### src/rtl/handshake_top.sv
`timescale 1ns/1ps
// Elastic triangular-sum kernel.
// Joins an operand `n` with a start token, computes S(n) = 0+1+...+(n-1) with
// a one-add-per-cycle loop, then forks the result and a done token onto two
// independent output channels. Only one invocation is in flight at a time.
module handshake_top #(
  parameter int DATA_WIDTH = 64
) (
  input  logic                  clock,
  input  logic                  reset,

  input  logic                  in0_valid,
  output logic                  in0_ready,
  input  logic [DATA_WIDTH-1:0] in0_data,

  input  logic                  inCtrl_valid,
  output logic                  inCtrl_ready,

  output logic                  out0_valid,
  input  logic                  out0_ready,
  output logic [DATA_WIDTH-1:0] out0_data,

  output logic                  outCtrl_valid,
  input  logic                  outCtrl_ready
);

  typedef enum logic [1:0] {
    IDLE = 2'd0,
    LOOP = 2'd1,
    OUT  = 2'd2
  } state_t;

  state_t                state;
  logic [DATA_WIDTH-1:0] n_q;       // latched loop bound
  logic [DATA_WIDTH-1:0] acc;       // running sum, also the result
  logic [DATA_WIDTH-1:0] cnt;       // loop index i
  logic [DATA_WIDTH-1:0] cnt_next;
  logic                  sent0;     // result already handed over
  logic                  sent_c;    // done token already handed over

  logic                  join_en;
  logic                  accept;
  logic                  fire0;
  logic                  fire_c;
  logic                  done0;
  logic                  done_c;

  // NOTE: the join readies are combinational on the partner's valid, so they
  // are also qualified by reset; otherwise they could rise while reset is held
  // with both producers already valid.
  assign join_en      = (state == IDLE) && reset;
  assign in0_ready    = join_en && inCtrl_valid;
  assign inCtrl_ready = join_en && in0_valid;
  assign accept       = join_en && in0_valid && inCtrl_valid;

  // Eager fork: each output channel is valid until its own transfer.
  assign out0_valid    = (state == OUT) && !sent0;
  assign outCtrl_valid = (state == OUT) && !sent_c;
  assign out0_data     = acc;

  assign fire0  = out0_valid && out0_ready;
  assign fire_c = outCtrl_valid && outCtrl_ready;

  // A channel counts as finished if it transferred earlier or transfers now.
  assign done0  = sent0 || fire0;
  assign done_c = sent_c || fire_c;

  assign cnt_next = cnt + DATA_WIDTH'(1);

  // Control FSM together with its datapath registers.
  // NOTE: all state here uses non-blocking assignments so every register
  // samples the pre-edge values of the others (acc uses the old cnt).
  always_ff @(posedge clock or negedge reset) begin
    if (!reset) begin
      state  <= IDLE;
      n_q    <= '0;
      acc    <= '0;
      cnt    <= '0;
      sent0  <= 1'b0;
      sent_c <= 1'b0;
    end else begin
      case (state)
        IDLE: begin
          if (accept) begin
            n_q   <= in0_data;
            acc   <= '0;
            cnt   <= '0;
            // n == 0 has an empty sum, so skip the loop entirely.
            state <= (in0_data == '0) ? OUT : LOOP;
          end
        end

        LOOP: begin
          acc <= acc + cnt;
          cnt <= cnt_next;
          // Leaving when the incremented index reaches n gives exactly n
          // loop cycles.
          if (cnt_next == n_q) begin
            state <= OUT;
          end
        end

        OUT: begin
          if (done0 && done_c) begin
            sent0  <= 1'b0;
            sent_c <= 1'b0;
            state  <= IDLE;
          end else begin
            if (fire0) begin
              sent0 <= 1'b1;
            end
            if (fire_c) begin
              sent_c <= 1'b1;
            end
          end
        end

        default: begin
          state <= IDLE;
        end
      endcase
    end
  end

endmodule

### config.mk
export PLATFORM = sky130hd
export DESIGN_NAME = handshake_top
export DESIGN_NICKNAME = d
export VERILOG_FILES = /design/src/rtl/handshake_top.sv
export SDC_FILE = /design/constraint.sdc
export NUM_CORES = 1
export LEC_CHECK = 0
export ABC_AREA = 1
export CORE_ASPECT_RATIO = 0.75
export CORE_MARGIN = 4
export CORE_UTILIZATION = 63
export CTS_CLUSTER_DIAMETER = 60
export DETAILED_ROUTE_END_ITERATION = 7
export GPL_TIMING_DRIVEN = 0
export HOLD_SLACK_MARGIN = 0.15
export PLACE_DENSITY = 0.86
export RECOVER_POWER = 25
export SLEW_MARGIN = 10
export SYNTH_ARGS = -nofsm -noshare
export SYNTH_HDL_FRONTEND = slang
export SYNTH_SLANG_ARGS = --single-unit
### constraint.sdc
create_clock -name clock -period 4.3 [get_ports clock]
set_clock_uncertainty 0.2 [all_clocks]
set_input_delay 0.86 -clock clock [delete_from_list [all_inputs] [get_ports clock]]
set_output_delay 0.86 -clock clock [all_outputs]
set_load 0.02 [all_outputs]
# After elaboration in Yosys (flattened, before gate mapping)
# Index checks and enable logic that the tools add are counted.
# totals
ff_bits	196
in_bits	70
output_inout_bits	68
word_cells	49
# classes
addsub	2
eq_ne	6
n_mux	12
reduce_logical	23
# ops
op	n
case mux 64 bit (2 select lines)	2
adder 64 x 1 -> 64 bit, second input constant	1
adder 64 bit	1
equality test 64 bit	1
logical NOT 64 bit	1
two-way mux 64 bit	1
logical AND 1 bit	9
two-way mux 2 bit	4
AND reduction 2 bit	4
case mux 2 bit (3 select lines)	1
nonzero test 2 bit	3
two-way mux 1 bit	4
!= test 2 bit, second input constant	2
AND reduction 3 bit	1
equality test 2 x 1 -> 1 bit, second input constant	1
equality test 2 bit, second input constant	1
logical NOT 1 bit	2
logical NOT 2 bit	1
logical OR 1 bit	2
!= test 2 x 1 -> 1 bit, second input constant	1

# Depth between registers and ports, before layout
# depth
ltp_word	7
mapped_depth	18

# Least setup slack after synthesis
# OpenSTA, ideal clock, no wires.
# synth_path
path_kind	input port to flip-flop
startpoint	input reset
endpoint	register cnt[13]
setup_time_ns	0.141
t_arrival_ns	2.249
required_time_ns	3.959
path_slack_ns	1.710
stages	7
path_cell_list	nand2_1 > nor2_1 > nand2_1 > nand2_1 > clkbuf_1 > clkbuf_1 > o22ai_1
# synth_via
elab_chain_cells	5
# synth_rtl
item	line_no	rtl
start, declared	10	input logic reset,
logical AND 1 bit	51	assign join_en = (state == IDLE) && reset;
logical AND 1 bit (2 in series)	54	assign accept = join_en && in0_valid && inCtrl_valid;
!= test 2 bit (no source line)	-	
AND reduction 2 bit (no source line)	-	
end signal, assigned	95	cnt <= cnt_next;
end, declared	36	logic [DATA_WIDTH-1:0] cnt;
# Every way passes these cells.
# A chain may end at the register's enable or synchronous reset.

# Worst setup path after layout
# layout_path
startpoint	input reset
endpoint	register cnt[44]
# Same word-level chain as after synthesis.

==> summary.txt <==
Floorplanning
  • I/O pin cnt: 138
  • Row cnt: 48
  • DIE HEIGHT: 141 um
  • Core ar.: 23,100 sq um
  • DIE WIDTH: 185 um
  • Initial cell density of the core: 64.3%
  • Full die area: 26,100 sq um

Outcome
  • Status: finished with violations
  • Violated checks: design-rule violations

Synthesis
  • Top cells by count, synth: nand2_1 (641), nor2_1 (299), inv_1 (231)
  • Count of cell types in the netlist: 49
  • Synth Instances: 2,198
  • Cell Area, Synth: 14,800 sq um
  • Syn Nets: 2,333
  • Yosys reg bits: 196
  • Most numerous cell in the Yosys netlist: nand2_1
  • Number of synthesized flops with an enable pin: 0
  • Most area-consuming cells after synthesis: dfrtp_1 (33%), nand2_1 (16%), nor2_1 (7.6%)
  • Ys async rst share: 100%
  • Yosys top cell by area: dfrtp_1
  • Yosys warns: 0
  • Synth Flop Type: dfrtp_1
  • Avg Inst Size Synth: 6.75 sq um
  • Yosys top cell area share: 33.1%
  • Sequential fraction of the synthesis area: 33.1%

Finish
  • Final core utilization: 74.5%
  • Number of fill cells: 1,848
  • Multi-input logic area: 8910 sq um
  • Area Growth Syn to Fin: 15.8%
  • Antenna cells: 0
  • Share of layout cells above drive strength 1: 4.10%
  • Final nets: 2,490
  • Sequential cell area: 4900 sq um

Global route
  • Largest net degree at the start of global routing: 104
  • Congestion Overflow GR: 0
  • First-pass GRT wire length: 85,300 um
  • Vias in the first global route: 15,661
  • GR Util All Layers: 42.3%
  • Antenna violations before repair: 0

Detailed routing
  • Antenna-violating nets left: 0
  • Vias per cell: 6.27
  • DR pass1 iterations: 8
  • DRT Wirelength: 56,000 um
  • Initial DRC Count: 2,277
  • Vias post-DR: 16,738
  • Mean routed wirelength per cell: 21.0 um
  • DRC errors left: 5

Timing
  • Period utilization: 89.8%
  • Max Clk Rate: 259 MHz
  • Actual slew at the worst max-slew pin: 1.25 ns
  • RSZ-0062 raised after global routing: no
  • Final hold vios: 0
  • Slew HR: 16.4%
  • Setup violators final: 0
  • Max-slew violations: 0
  • Fin crit period: 3.86 ns

Place
  • Gp weighted congestion: 1.05
  • Post-detail-place hpwl: 44,300 um
  • Buffers on Ports: 137

Power and ir drop
  • Power, Total: 10.7 mW
  • PwrDens: 624 nW/um^2
  • Leak: 7.71 nW
  • Worst vdd ir: 0.000451 V

Clock tree
  • Worst-Skew Late Latency: 0.46 ns
  • CTS Root Cell: clkbuf_16
  • H-tree depth: 4
  • Clk slew on worst S/H paths: 0.07 ns
  • Longest Clk Path Bufs: 2
  • CTS Buf Count: 17
  • Clk sinks: 196
  • CTS tree: done

Critical path
  • Register-to-register setup slack: 0.63 ns
  • Crit Path Max Fanout: 103
  • Worst Setup Start Kind: input port
  • CP required: 4.40 ns
  • WP data arrival: 3.96 ns
  • WS Path Type: input port to flop
  • Worst setup EP type: flop

Flow run
  • Total of max-cap violations: 0

Hold path
  • Worst Hold Class: input port to asynchronous set/reset pin
cell type report:
cell class / count / area share, %
Multi-Input combinational cell: 1732 / 51.9
Tap cell: 300 / 2.19
Clock buffer: 18 / 2.56
Timing Repair Buffer: 138 / 8.21
Clock inverter: 14 / 0.670
Inverter: 233 / 5.09
Buffer: 37 / 0.809
Sequential cell: 196 / 28.6
cells by family (layout without fill, tap and decap cells):
kind of cell	count (synthesis)	count (layout)	share of synthesized area, %
xor gates and xnor gates	53	53	4.12
adders and majority gates	65	65	5.53
buffers and inverters	270	440	6.83
DFF	196	196	33.1
and+or+nand+nor	1177	1177	33.0
AOI/OAI and AO/OA	406	406	15.1
muxes	31	31	2.35
cell usage in the layout, fill, tap and decap left out, types with 28 or more instances in the layout:
| master | netlist | layout |
|---|---|---|
| a21oi_1 | 161 | 161 |
| clkbuf_1 | 33 | 33 |
| clkdlybuf4s50_1 | 0 | 135 |
| dfrtp_1 | 196 | 196 |
| ha_1 | 64 | 64 |
| inv_1 | 231 | 231 |
| mux2_2 | 31 | 31 |
| nand2_1 | 641 | 641 |
| nand3_1 | 123 | 123 |
| nand4_1 | 28 | 28 |
| nor2_1 | 299 | 299 |
| o21ai_0 | 137 | 137 |
| o22ai_1 | 47 | 47 |
| xor2_1 | 32 | 32 |
repair_timing:
action,in CTS,in global routing
hold buffers,0,0
resized for setup,0,1
setup buffers,0,0
endpoints found under the setup margin,0,4
where the power goes:
group	leakage, nW	switching [mW]	internal [mW]
combinational	4.91	3.23	2.08
clock	0.269	0.825	0.774
sequential	2.53	1.17	2.64
total	7.71	5.23	5.49
worst paths after layout:
| path | startpoint | endpoint | cells past startpoint |
|---|---|---|---|
| max reg2reg | cnt[1] | state[0] | 16 |
| min in group clock | out0_data[47] | out0_data[47] | 2 |
| max in group asynchronous | reset | sent0 | 2 |
| min | reset | out0_data[48] | 1 |
| max | reset | cnt[44] | 9 |
| min reg2reg | out0_data[47] | out0_data[47] | 2 |
sequential cells by signal, indices dropped and copies added, names as in the netlist:
| signal | flops |
|---|---|
| sent0 | 1 |
| cnt | 64 |
| sent_c | 1 |
| out0_data | 64 |
| state | 2 |
| n_q | 64 |
worst max-delay path, cell delays in order:
cell	delay, ns
buf_12	0.39
buf_16	0.44
nand2_1	0.14
nor2_1	0.16
nand2_1	0.29
nand2_1	0.25
clkbuf_1	0.58
clkbuf_1	0.53
o22ai_1	0.15
through the flow:
stage	instances	hold slack (ns)	worst slack, ns	instance area, sq um	TNS, ns
CTS	2668	0.273	0.290	17200	0
detailed placement	2636	0.300	-0.0859	16600	-1.16
floorplan	2198	0.255	1.71	14800	0
finish	2668	0.142	0.440	17200	0
global placement	2635	0.292	-6.56	16600	-2384.24
global route	2668	0.196	0.165	17200	0
metal layers:
layer | vias to the layer above | GRT usage (%) | routed length, um
li1 | 7601 | - | -
met1 | 7688 | 58.6 | 22200
met2 | 1240 | 61.4 | 23200
met3 | 209 | 13.8 | 7970
met4 | 0 | 17.5 | 2590
met5 | - | 0 | 0
(Power assumes the default switching activity.)
